--- config.mk ---
export PLATFORM = sky130hd
export DESIGN_NAME = mul_div_unit_flat
export DESIGN_NICKNAME = d
export VERILOG_FILES = /design/src/rtl/md_pkg.sv /design/src/rtl/mul_div_unit_if.sv /design/src/rtl/md_divider_step.sv /design/src/rtl/mul_div_unit.sv /design/src/flat_wrapper.sv
export SDC_FILE = /design/constraint.sdc
export NUM_CORES = 1
export LEC_CHECK = 0
export ABC_AREA = 1
export BUFFER_PORTS_ARGS = -buffer_cell sky130_fd_sc_hd__buf_2
export CAP_MARGIN = 25
export CORE_AREA = 3 3 236 238
export DETAILED_ROUTE_END_ITERATION = 12
export DIE_AREA = 0 0 239 241
export SYNTH_ARGS = -nofsm -noshare
export SYNTH_HDL_FRONTEND = slang
export SYNTH_SLANG_ARGS = --single-unit
--- constraint.sdc ---
create_clock -name clk -period 3.99 [get_ports clk]
set_clock_uncertainty 0.2 [all_clocks]
set_input_delay 0.399 -clock clk [delete_from_list [all_inputs] [get_ports clk]]
set_output_delay 0.399 -clock clk [all_outputs]
set_load 0.05 [all_outputs]
--- src/rtl/md_pkg.sv ---
// -----------------------------------------------------------------------------
// md_pkg -- shared definitions for the multiply/divide unit.
//   md_op_e    : operation encodings carried on the op field.
//   md_state_e : sequencer states (IDLE, MUL, DIV).
//   MD_DIV0_LO : default LO value loaded on a divide by zero.
// -----------------------------------------------------------------------------
package md_pkg;

  localparam int          MD_WIDTH   = 32;
  localparam logic [31:0] MD_DIV0_LO = 32'hFFFF_FFFF;

  // op[1] selects divide, op[0] selects unsigned.
  typedef enum logic [1:0] {
    MD_MULT  = 2'b00,
    MD_MULTU = 2'b01,
    MD_DIV   = 2'b10,
    MD_DIVU  = 2'b11
  } md_op_e;

  typedef enum logic [1:0] {
    IDLE = 2'd0,
    MUL  = 2'd1,
    DIV  = 2'd2
  } md_state_e;

endpackage

--- src/rtl/mul_div_unit_if.sv ---
// -----------------------------------------------------------------------------
// mul_div_unit_if -- request/result bundle between the control path and the
// multiply/divide unit.
//   master (control path) drives : start, op, src_a, src_b, hi_we, lo_we, wdata
//   slave  (mul_div_unit) drives : busy, done, hi, lo
// -----------------------------------------------------------------------------
interface mul_div_unit_if
  import md_pkg::*;
#(
  parameter int WIDTH = MD_WIDTH
);
  logic             start;
  md_op_e           op;
  logic [WIDTH-1:0] src_a;
  logic [WIDTH-1:0] src_b;
  logic             hi_we;
  logic             lo_we;
  logic [WIDTH-1:0] wdata;
  logic             busy;
  logic             done;
  logic [WIDTH-1:0] hi;
  logic [WIDTH-1:0] lo;

  modport master (
    output start, op, src_a, src_b, hi_we, lo_we, wdata,
    input  busy, done, hi, lo
  );

  modport slave (
    input  start, op, src_a, src_b, hi_we, lo_we, wdata,
    output busy, done, hi, lo
  );
endinterface

--- src/rtl/md_divider_step.sv ---
// -----------------------------------------------------------------------------
// md_divider_step -- one combinational restoring-division step.
//   i_rem     : current partial remainder (always < divisor for divisor != 0)
//   i_msb     : next dividend bit shifted into the remainder
//   i_divisor : divisor magnitude
//   o_rem     : next partial remainder
//   o_qbit    : quotient bit produced by this step
// -----------------------------------------------------------------------------
module md_divider_step #(
  parameter int WIDTH = 32
) (
  input  logic [WIDTH-1:0] i_rem,
  input  logic             i_msb,
  input  logic [WIDTH-1:0] i_divisor,
  output logic [WIDTH-1:0] o_rem,
  output logic             o_qbit
);
  logic [WIDTH:0]   w_shift;
  logic [WIDTH-1:0] w_diff;

  assign w_shift = {i_rem, i_msb};
  assign o_qbit  = (w_shift >= {1'b0, i_divisor});
  // When the subtraction is taken the true difference is below the divisor,
  // so the low WIDTH bits of the modular difference are exact.
  assign w_diff  = w_shift[WIDTH-1:0] - i_divisor;
  assign o_rem   = o_qbit ? w_diff : w_shift[WIDTH-1:0];
endmodule

--- src/rtl/mul_div_unit.sv ---
// -----------------------------------------------------------------------------
// mul_div_unit -- iterative HI/LO multiply/divide unit (MULT, MULTU, DIV, DIVU,
// plus MTHI/MTLO writes). One result bit per cycle; busy stays high for WIDTH
// cycles after start and done pulses once when HI/LO are loaded.
//   clk  : clock, rising edge
//   rst  : synchronous active-high reset; aborts any operation in flight
//   bus  : mul_div_unit_if.slave (start/op/src_a/src_b/hi_we/lo_we/wdata in,
//          busy/done/hi/lo out)
// Build option: MD_FAST_MUL_EN -- multiplies complete with one registered
// full-width multiply (busy for one cycle); divide is unaffected.
// -----------------------------------------------------------------------------
module mul_div_unit
  import md_pkg::*;
#(
  parameter int               WIDTH   = MD_WIDTH,
  parameter logic [WIDTH-1:0] DIV0_LO = WIDTH'(MD_DIV0_LO)
) (
  input  logic           clk,
  input  logic           rst,
  mul_div_unit_if.slave  bus
);
  localparam int CW = $clog2(WIDTH);

  md_state_e          r_state, w_state_nxt;
  logic [CW-1:0]      r_count;
  logic [WIDTH-1:0]   r_a, r_b, r_hi, r_lo;
  logic [2*WIDTH-1:0] r_p;          // MUL: {acc_hi, multiplier/acc_lo}; DIV: {rem, dividend/quotient}
  logic               r_neg_q;      // product / quotient is negative
  logic               r_neg_r;      // remainder takes the dividend sign
  logic               r_done;

  logic               w_is_signed, w_sign_a, w_sign_b;
  logic [WIDTH-1:0]   w_mag_a, w_mag_b;
  logic               w_last, w_mul_last;
  logic [2*WIDTH-1:0] w_prod, w_prod_fix, w_div_next;
  logic [WIDTH-1:0]   w_rem_next, w_q_fix, w_r_fix;
  logic               w_qbit;

  assign w_is_signed = ~bus.op[0];
  assign w_sign_a    = w_is_signed & bus.src_a[WIDTH-1];
  assign w_sign_b    = w_is_signed & bus.src_b[WIDTH-1];
  assign w_mag_a     = w_sign_a ? -bus.src_a : bus.src_a;
  assign w_mag_b     = w_sign_b ? -bus.src_b : bus.src_b;
  assign w_last      = (r_count == CW'(WIDTH - 1));

`ifdef MD_FAST_MUL_EN
  assign w_mul_last = 1'b1;
  assign w_prod     = r_a * r_b;
`else
  logic [WIDTH:0] w_mul_sum;
  // Shift-add: add the multiplicand into the upper half when the current
  // multiplier bit is set, then shift the whole accumulator right one place.
  assign w_mul_sum  = {1'b0, r_p[2*WIDTH-1:WIDTH]} + (r_p[0] ? {1'b0, r_a} : '0);
  assign w_prod     = {w_mul_sum, r_p[WIDTH-1:1]};
  assign w_mul_last = w_last;
`endif
  assign w_prod_fix = r_neg_q ? -w_prod : w_prod;

  md_divider_step #(.WIDTH(WIDTH)) u_div_step (
    .i_rem     (r_p[2*WIDTH-1:WIDTH]),
    .i_msb     (r_p[WIDTH-1]),
    .i_divisor (r_b),
    .o_rem     (w_rem_next),
    .o_qbit    (w_qbit)
  );
  assign w_div_next = {w_rem_next, r_p[WIDTH-2:0], w_qbit};
  assign w_q_fix    = r_neg_q ? -w_div_next[WIDTH-1:0] : w_div_next[WIDTH-1:0];
  assign w_r_fix    = r_neg_r ? -w_rem_next : w_rem_next;

  // NOTE: sequential state uses non-blocking assignments so every register
  // samples the pre-edge values; blocking here would create order-dependent races.
  always_ff @(posedge clk) begin
    if (rst) r_state <= IDLE;
    else     r_state <= w_state_nxt;
  end

  // NOTE: the default assignment first guarantees every path drives the
  // signal, so no latch is inferred.
  always_comb begin
    w_state_nxt = r_state;
    unique case (r_state)
      IDLE:    if (bus.start) w_state_nxt = bus.op[1] ? DIV : MUL;
      MUL:     if (w_mul_last) w_state_nxt = IDLE;
      DIV:     if (w_last) w_state_nxt = IDLE;
      default: w_state_nxt = IDLE;
    endcase
  end

  always_ff @(posedge clk) begin
    if (rst) begin
      r_count <= '0;
      r_a     <= '0;
      r_b     <= '0;
      r_p     <= '0;
      r_hi    <= '0;
      r_lo    <= '0;
      r_neg_q <= 1'b0;
      r_neg_r <= 1'b0;
      r_done  <= 1'b0;
    end else begin
      r_done <= 1'b0;
      unique case (r_state)
        IDLE: begin
          if (bus.start) begin
            // Start wins over a coincident MTHI/MTLO write.
            r_a     <= w_mag_a;
            r_b     <= w_mag_b;
            r_p     <= {{WIDTH{1'b0}}, (bus.op[1] ? w_mag_a : w_mag_b)};
            r_neg_q <= w_sign_a ^ w_sign_b;
            r_neg_r <= w_sign_a;
            r_count <= '0;
          end else begin
            if (bus.hi_we) r_hi <= bus.wdata;
            if (bus.lo_we) r_lo <= bus.wdata;
          end
        end
        MUL: begin
          r_p     <= w_prod;
          r_count <= r_count + 1'b1;
          if (w_mul_last) begin
            {r_hi, r_lo} <= w_prod_fix;
            r_done       <= 1'b1;
          end
        end
        DIV: begin
          r_p     <= w_div_next;
          r_count <= r_count + 1'b1;
          if (w_last) begin
            r_done <= 1'b1;
            if (r_b == '0) begin
              // Re-apply the dividend sign to return src_a exactly as given.
              r_lo <= DIV0_LO;
              r_hi <= r_neg_r ? -r_a : r_a;
            end else begin
              r_lo <= w_q_fix;
              r_hi <= w_r_fix;
            end
          end
        end
        default: ;
      endcase
    end
  end

  assign bus.busy = (r_state != IDLE);
  assign bus.done = r_done;
  assign bus.hi   = r_hi;
  assign bus.lo   = r_lo;
endmodule

--- src/flat_wrapper.sv ---
// flat-port wrapper written by rule: the top's interface ports become plain ports
module mul_div_unit_flat import md_pkg::*;
#(
  parameter int               WIDTH   = MD_WIDTH,
  parameter logic [WIDTH-1:0] DIV0_LO = WIDTH'(MD_DIV0_LO)
)
  (clk, rst, bus_start, bus_op, bus_src_a, bus_src_b, bus_hi_we, bus_lo_we, bus_wdata, bus_busy, bus_done, bus_hi, bus_lo);
  mul_div_unit_if #(.WIDTH(WIDTH)) bus_i ();
  input  logic clk;
  input  logic rst;
  input wire logic [$bits(bus_i.start)-1:0] bus_start;
  input wire logic [$bits(bus_i.op)-1:0] bus_op;
  input wire logic [$bits(bus_i.src_a)-1:0] bus_src_a;
  input wire logic [$bits(bus_i.src_b)-1:0] bus_src_b;
  input wire logic [$bits(bus_i.hi_we)-1:0] bus_hi_we;
  input wire logic [$bits(bus_i.lo_we)-1:0] bus_lo_we;
  input wire logic [$bits(bus_i.wdata)-1:0] bus_wdata;
  output wire logic [$bits(bus_i.busy)-1:0] bus_busy;
  output wire logic [$bits(bus_i.done)-1:0] bus_done;
  output wire logic [$bits(bus_i.hi)-1:0] bus_hi;
  output wire logic [$bits(bus_i.lo)-1:0] bus_lo;
  assign bus_i.start = bus_start;
  assign bus_i.op = bus_op;
  assign bus_i.src_a = bus_src_a;
  assign bus_i.src_b = bus_src_b;
  assign bus_i.hi_we = bus_hi_we;
  assign bus_i.lo_we = bus_lo_we;
  assign bus_i.wdata = bus_wdata;
  assign bus_busy = bus_i.busy;
  assign bus_done = bus_i.done;
  assign bus_hi = bus_i.hi;
  assign bus_lo = bus_i.lo;
  mul_div_unit #(.WIDTH(WIDTH), .DIV0_LO(DIV0_LO)) u_core (.clk(clk), .rst(rst), .bus(bus_i));
endmodule
After elaboration in Yosys (flattened, before gate mapping)
Index checks and enable logic that the tools add are counted.
W data, S select, Z words.
{ "classes": {"add_sub_neg": 9, "multipliers": 0, "n_div": 0, "order_cmp": 1, "n_eq_ne": 10, "shift": 0, "mux": 30, "bitwise": 5, "n_reduce_logical": 13} }
{ "ops": {"columns": ["operator", "count"], "rows": [
  ["$mux W32", 18],
  ["$pmux W32 S3", 2],
  ["$pmux W64 S3", 1],
  ["$neg A32 Y32", 5],
  ["$mux W64", 2],
  ["$neg A64 Y64", 1],
  ["$add A32 B33 Y33", 1],
  ["$ge A33 B32 Y1", 1],
  ["$logic_not A32 Y1", 1],
  ["$sub A32 B32 Y32", 1],
  ["$pmux W5 S2", 1],
  ["$reduce_and A5 Y1", 2],
  ["$ne A2 B2 Y1 const B", 4],
  ["$reduce_and A2 Y1", 4],
  ["$mux W2", 3],
  ["$ne A2 B1 Y1 const B", 3],
  ["$add A5 B1 Y5 const B", 1],
  ["$eq A5 B5 Y1 const B", 1],
  ["$mux W5", 1],
  ["$pmux W2 S2", 1],
  ["$reduce_bool A2 Y1", 2],
  ["$reduce_or A2 Y1", 2],
  ["$reduce_bool A3 Y1", 1],
  ["$and A1 B1 Y1", 2],
  ["6 further kinds", 7]
]} }
{ "word_totals": {"reg_bits": 202, "latch_bits": 0, "ramBits": 0, "mem_bits_ro": 0, "in_bits": 103, "output_inout_bits": 66, "n_memories": 0} }

Logic depth before layout (Yosys ltp)
{ "logic_depth": {"ltp_word": 7, "mapped_depth": 28} }

Cells and area by module
Synthesis repeated with hierarchy kept, for this count alone.
{ "hier_totals": {"cells_unflattened": 3747, "area_unflattened_um2": 21210.3} }
{ "by_module_without_submodules": {"columns": ["module", "n_inst", "cells_per_inst", "area_per_inst_um2", "seq_area_each_um2"], "rows": [
  ["mul_div_unit", 1, 3100, 18049.8, 4043.9],
  ["md_divider_step", 1, 647, 3160.5, 0.0]
]} }

Least setup slack after synthesis
No wires, ideal clock.
{ "synth_timing": {"kind": "reg-to-reg", "startpoint": "register u_core.r_p[0]", "endpoint": "register u_core.r_hi[29] (netlist: u_core.bus.hi[29])", "t_arrival_ns": 3.283, "setup_slack_ns": 0.387, "stages_incl_launch_ff": 28, "n_path_buf": 2, "synth_period_minus_slack_ns": 3.603, "path_cell_list": "dfxtp_1 clkbuf_1 clkbuf_1 nand2_1 inv_1 ha_1 inv_1 fa_1 nand3b_1 nand2_1 a21oi_1 or2_1 nand2_1 nand2_1 nand2_1 nand2_1 nand2_1 nand2_1 nor2_1 nand2_1 nor2_1 nand3_1 nand2_1 nand2_1 nand3_1 nand2_1 nand2_1 a21oi_1"} }
{ "synth_via": {"elab_chain_len": 6} }
{ "synth_rtl": {"columns": ["element", "line", "text"], "rows": [
  ["from (decl)", "mul_div_unit.sv:27", "logic [2*WIDTH-1:0] r_p;"],
  ["from (signal assigned)", "mul_div_unit.sv:108", "r_p <= {{WIDTH{1'b0}}, (bus.op[1] ? w_mag_a : w_mag_b)};"],
  ["from (signal assigned)", "mul_div_unit.sv:118", "r_p <= w_prod;"],
  ["from (signal assigned)", "mul_div_unit.sv:126", "r_p <= w_div_next;"],
  ["$mux W32 *", "mul_div_unit.sv:53", "assign w_mul_sum = {1'b0, r_p[2*WIDTH-1:WIDTH]} + (r_p[0] ? {1'b0, r_a} : '0);"],
  ["$add A32 B33 Y33 *", "mul_div_unit.sv:53", null],
  ["$neg A64 Y64", "mul_div_unit.sv:57", "assign w_prod_fix = r_neg_q ? -w_prod : w_prod;"],
  ["$mux W64 *", "mul_div_unit.sv:57", null],
  ["$mux W32 *", "mul_div_unit.sv:120", "if (w_mul_last) begin"],
  ["$pmux W32 S3 *", "mul_div_unit.sv:102", "unique case (r_state)"],
  ["to (signal assigned)", "mul_div_unit.sv:113", "if (bus.hi_we) r_hi <= bus.wdata;"],
  ["to (signal assigned)", "mul_div_unit.sv:121", "{r_hi, r_lo} <= w_prod_fix;"],
  ["to (signal assigned)", "mul_div_unit.sv:133", "r_hi <= r_neg_r ? -r_a : r_a;"],
  ["to (decl)", "mul_div_unit.sv:26", "logic [WIDTH-1:0] r_a, r_b, r_hi, r_lo;"]
]} }
Every way passes the cells marked *; elsewhere a longest branch is shown, timed or not. The select of a mux whose other input is x is not followed.
A chain may end at the register's enable or synchronous reset.

Worst setup path in the final report
{ "layout_timing": {"startpoint": "register u_core.r_p[0]", "endpoint": "register u_core.r_hi[19] (netlist: u_core.bus.hi[19])"} }
The elaborated chain is that of the path after synthesis.

==> summary.txt <==
Yosys
  • YS warnings: 0
  • Sequential share of the synthesized area: 0.198
  • Asr flop ratio synth: 0
  • Yosys reg bits: between 200 and 250
  • Synthesized area: 0.0204 mm2
  • Net Count, Synth: 3764
  • Count of cell types in the netlist: 55
  • Mapped Cells: 3583
  • Post-synth EDFFs: 0
  • Syn avg cell area: ~5.7 um2
  • Post-synth top flop: dfxtp_1

Clocking
  • Clock Latency Late Sink: 0.57 ns
  • Reg clk slew, reported paths: 0.06 ns
  • Clock sink count: 202
  • CTS tree: yes
  • Root Buffer: clkbuf_16
  • Clock buffer depth: 3
  • Htree depth: 1
  • TritonCTS Buffers: 25

Power
  • Leak: 11.8 nW
  • Tot Pwr: 10.9 mW
  • Pwr Density: 456 mW/mm2
  • Worst vdd ir: slightly below 0.8 mV

STA
  • Pins Over Slew Limit: 0
  • Relative max-transition margin: 0.346
  • Final worst path period need: 3.88 ns
  • Part of the cycle the worst path needs: 0.972
  • Endpoints failing setup: 0
  • Hold slack: 0.0311 ns
  • Max Fclk: 258 MHz
  • Actual slew at the worst max-slew pin: approximately 1 ns
  • Final hold violation count: 0

Layout
  • N_diodes: 0
  • Cell Count, Final, Fillers Out: 4492
  • Fraction of layout cells with a size suffix above 1: 0.131
  • Area occupied by multi-input gates: 0.0140 mm2
  • Area growth, synth to finish: 17.0%
  • Final Instance Area: 0.0239 mm2
  • Final layout net count: 3959
  • Sequential cell area: roughly 0.004 mm2
  • FILL cells: slightly below 6000

Floorplan
  • Starting Density: 0.380
  • Die Ht: 241 um
  • I/O pins: 169
  • DIE AREA: 0.0576 mm2
  • Die W: 239 um
  • Core box area: ~0.054 mm2
  • Core Rows: 85

Critical path
  • Cell Chain, Critical Path: buf_12, nand2_1, inv_1, ha_1, a21oi_1, nand2_2, nand2_1, nand3_1, a21oi_1, nand2_1, nand2_1, nand4_1, nor2_1, nand4_1, o21ai_0, or2_2, nand2_1, nand2_1, nand2_1, a21oi_1
  • CP Depth: 20
  • WP buf/inv: 2
  • Worst EP arrival: 4.18 ns
  • CP delay by family, top: simple AND/OR/NAND/NOR gates
  • Most used cell, CP: nand2_1
  • Worst-path fanout max: 18
  • Crit-path max cell delay: 0.39 ns
  • Crit path launch type: register
  • R2R setup slack: 0.11 ns
  • CP Capture Type: register
  • Slowest-stage cell, CP: dfxtp_4
  • CP Data Required Time: 4.29 ns
  • Reg2Reg Depth: 20
  • Critical path class: register to register

Detailed routing
  • DRT Pass-1 Iters: 8
  • # DRC: 0
  • Vias per cell: 5.59
  • DRT antenna net count: 0
  • Via Count: 25100
  • DRT iter0 DRCs: 2997
  • Routed wire length per instance: 20.7 um
  • Overall routed net length: 93100 um

Global routing
  • GRT overflow: 0
  • Vias in the first global route: about 23000
  • First-pass GRT wire length: roughly 140000 um
  • GRT Total Usage: 0.310
  • Largest net degree at the start of global routing: 88
  • Initial antenna violation count: 3

Job
  • Max Cap Viol: 0

Place
  • Area of placed instances: 0.0225 mm2
  • GP Congestion: between 1 and 1.5
  • Dpl cells: between 4000 and 5000
  • Final HPWL DP: 73900 um
  • IO Port Bufs: 168

Min path
  • Hold depth: 3
  • Hold Crit Class: primary input to register

Status
  • Status: finished clean
per-layer routing:
layer	vias up	part of all wire	track usage
met1	11400	0.42	0.416
met3	231	0.092	0.0560
met4	6	0.054	0.150
met5	-	0.00045	0
met2	1270	0.43	0.483
li1	12200	-	-
cells in the mapped netlist, types with 54 or more instances:
cell type,number,area share
clkbuf_1,134,0.025
xor2_1,85,0.036
nand2_1,933,0.17
dfxtp_1,202,0.20
o21ai_0,296,0.072
ha_1,76,0.047
nor3_1,54,0.013
o22ai_1,88,0.027
nand3_1,260,0.064
nor2_1,302,0.055
a21oi_1,299,0.073
inv_1,479,0.088
sequential cells by signal (all words and copies together) (netlist names):
register and cells:
u_core.r_p 64, u_core.bus.hi 32, u_core.bus.lo 32, u_core.r_a 32, u_core.r_b 32, u_core.r_count 5, u_core.r_state 2, u_core.bus.done 1
u_core.r_neg_q 1, u_core.r_neg_r 1
worst reg2reg max path: cells and delay by family, from the launching register on:
family          cells  cell delay, ns
simple gates       13            1.86
flops               1            0.39
compound gates      4            0.83
fa+ha+maj           1            0.33
buf+inv             2            0.21
through the flow:
step	setup slack [ns]	setup TNS, ns	util
after CTS	0.0494	0	0.440
after detailed placement	0.113	0	0.417
after floorplan	0.387	0	-
after global routing	-0.00978	-0.00978	0.444
after global placement	0.115	0	0.417
final	0.110	0	0.444
final cells by class:
cell class	instances	area share
multi-input cells	2726	0.586
repair buffers	333	0.0939
clock buffers	35	0.0281
clock inverters	10	0.00926
flip-flops and latches	202	0.169
inverters	490	0.0770
well taps	696	0.0364
layout by cell type, fill, tap and decap left out, types with 84 or more instances in the layout:
cell type,n
nand3_1,258
o21ai_0,289
buf_2,168
buf_4,124
nor2_1,284
inv_1,476
a21oi_1,295
xor2_1,84
dfxtp_1,199
o22ai_1,88
nand2_1,922
repair_timing:
action	CTS	global route
hold buffers	35	0
endpoints found under the hold margin	63	0
buffers inserted	0	5
setup endpoints to repair	0	23
resized for setup	0	52
where the power goes:
group          total [mW]  internal, mW  leakage [nW]  switching, mW
sequential           2.73          2.37          1.66          0.363
combinational        5.64          1.56          9.73           4.08
clock                2.54          1.57         0.429          0.967
cell families after synthesis:
kind of cell / after synthesis / synth area share
AND/OR/NAND/NOR: 1732 / 0.365
buffers and inverters: 655 / 0.124
AO/OA/AOI/OAI: 808 / 0.218
adder cells (fa/ha/maj): 78 / 0.0485
flip-flops: 202 / 0.198
XOR/XNOR: 108 / 0.0463
worst paths after layout:
check               startpoint                end
min               bus_src_b[0]      u_core.r_b[0]
max reg2reg      u_core.r_p[0]  u_core.bus.hi[19]
max              u_core.r_p[0]  u_core.bus.hi[19]
min reg2reg  u_core.r_count[4]  u_core.r_count[4]
Power figures use the tool's default switching activity.
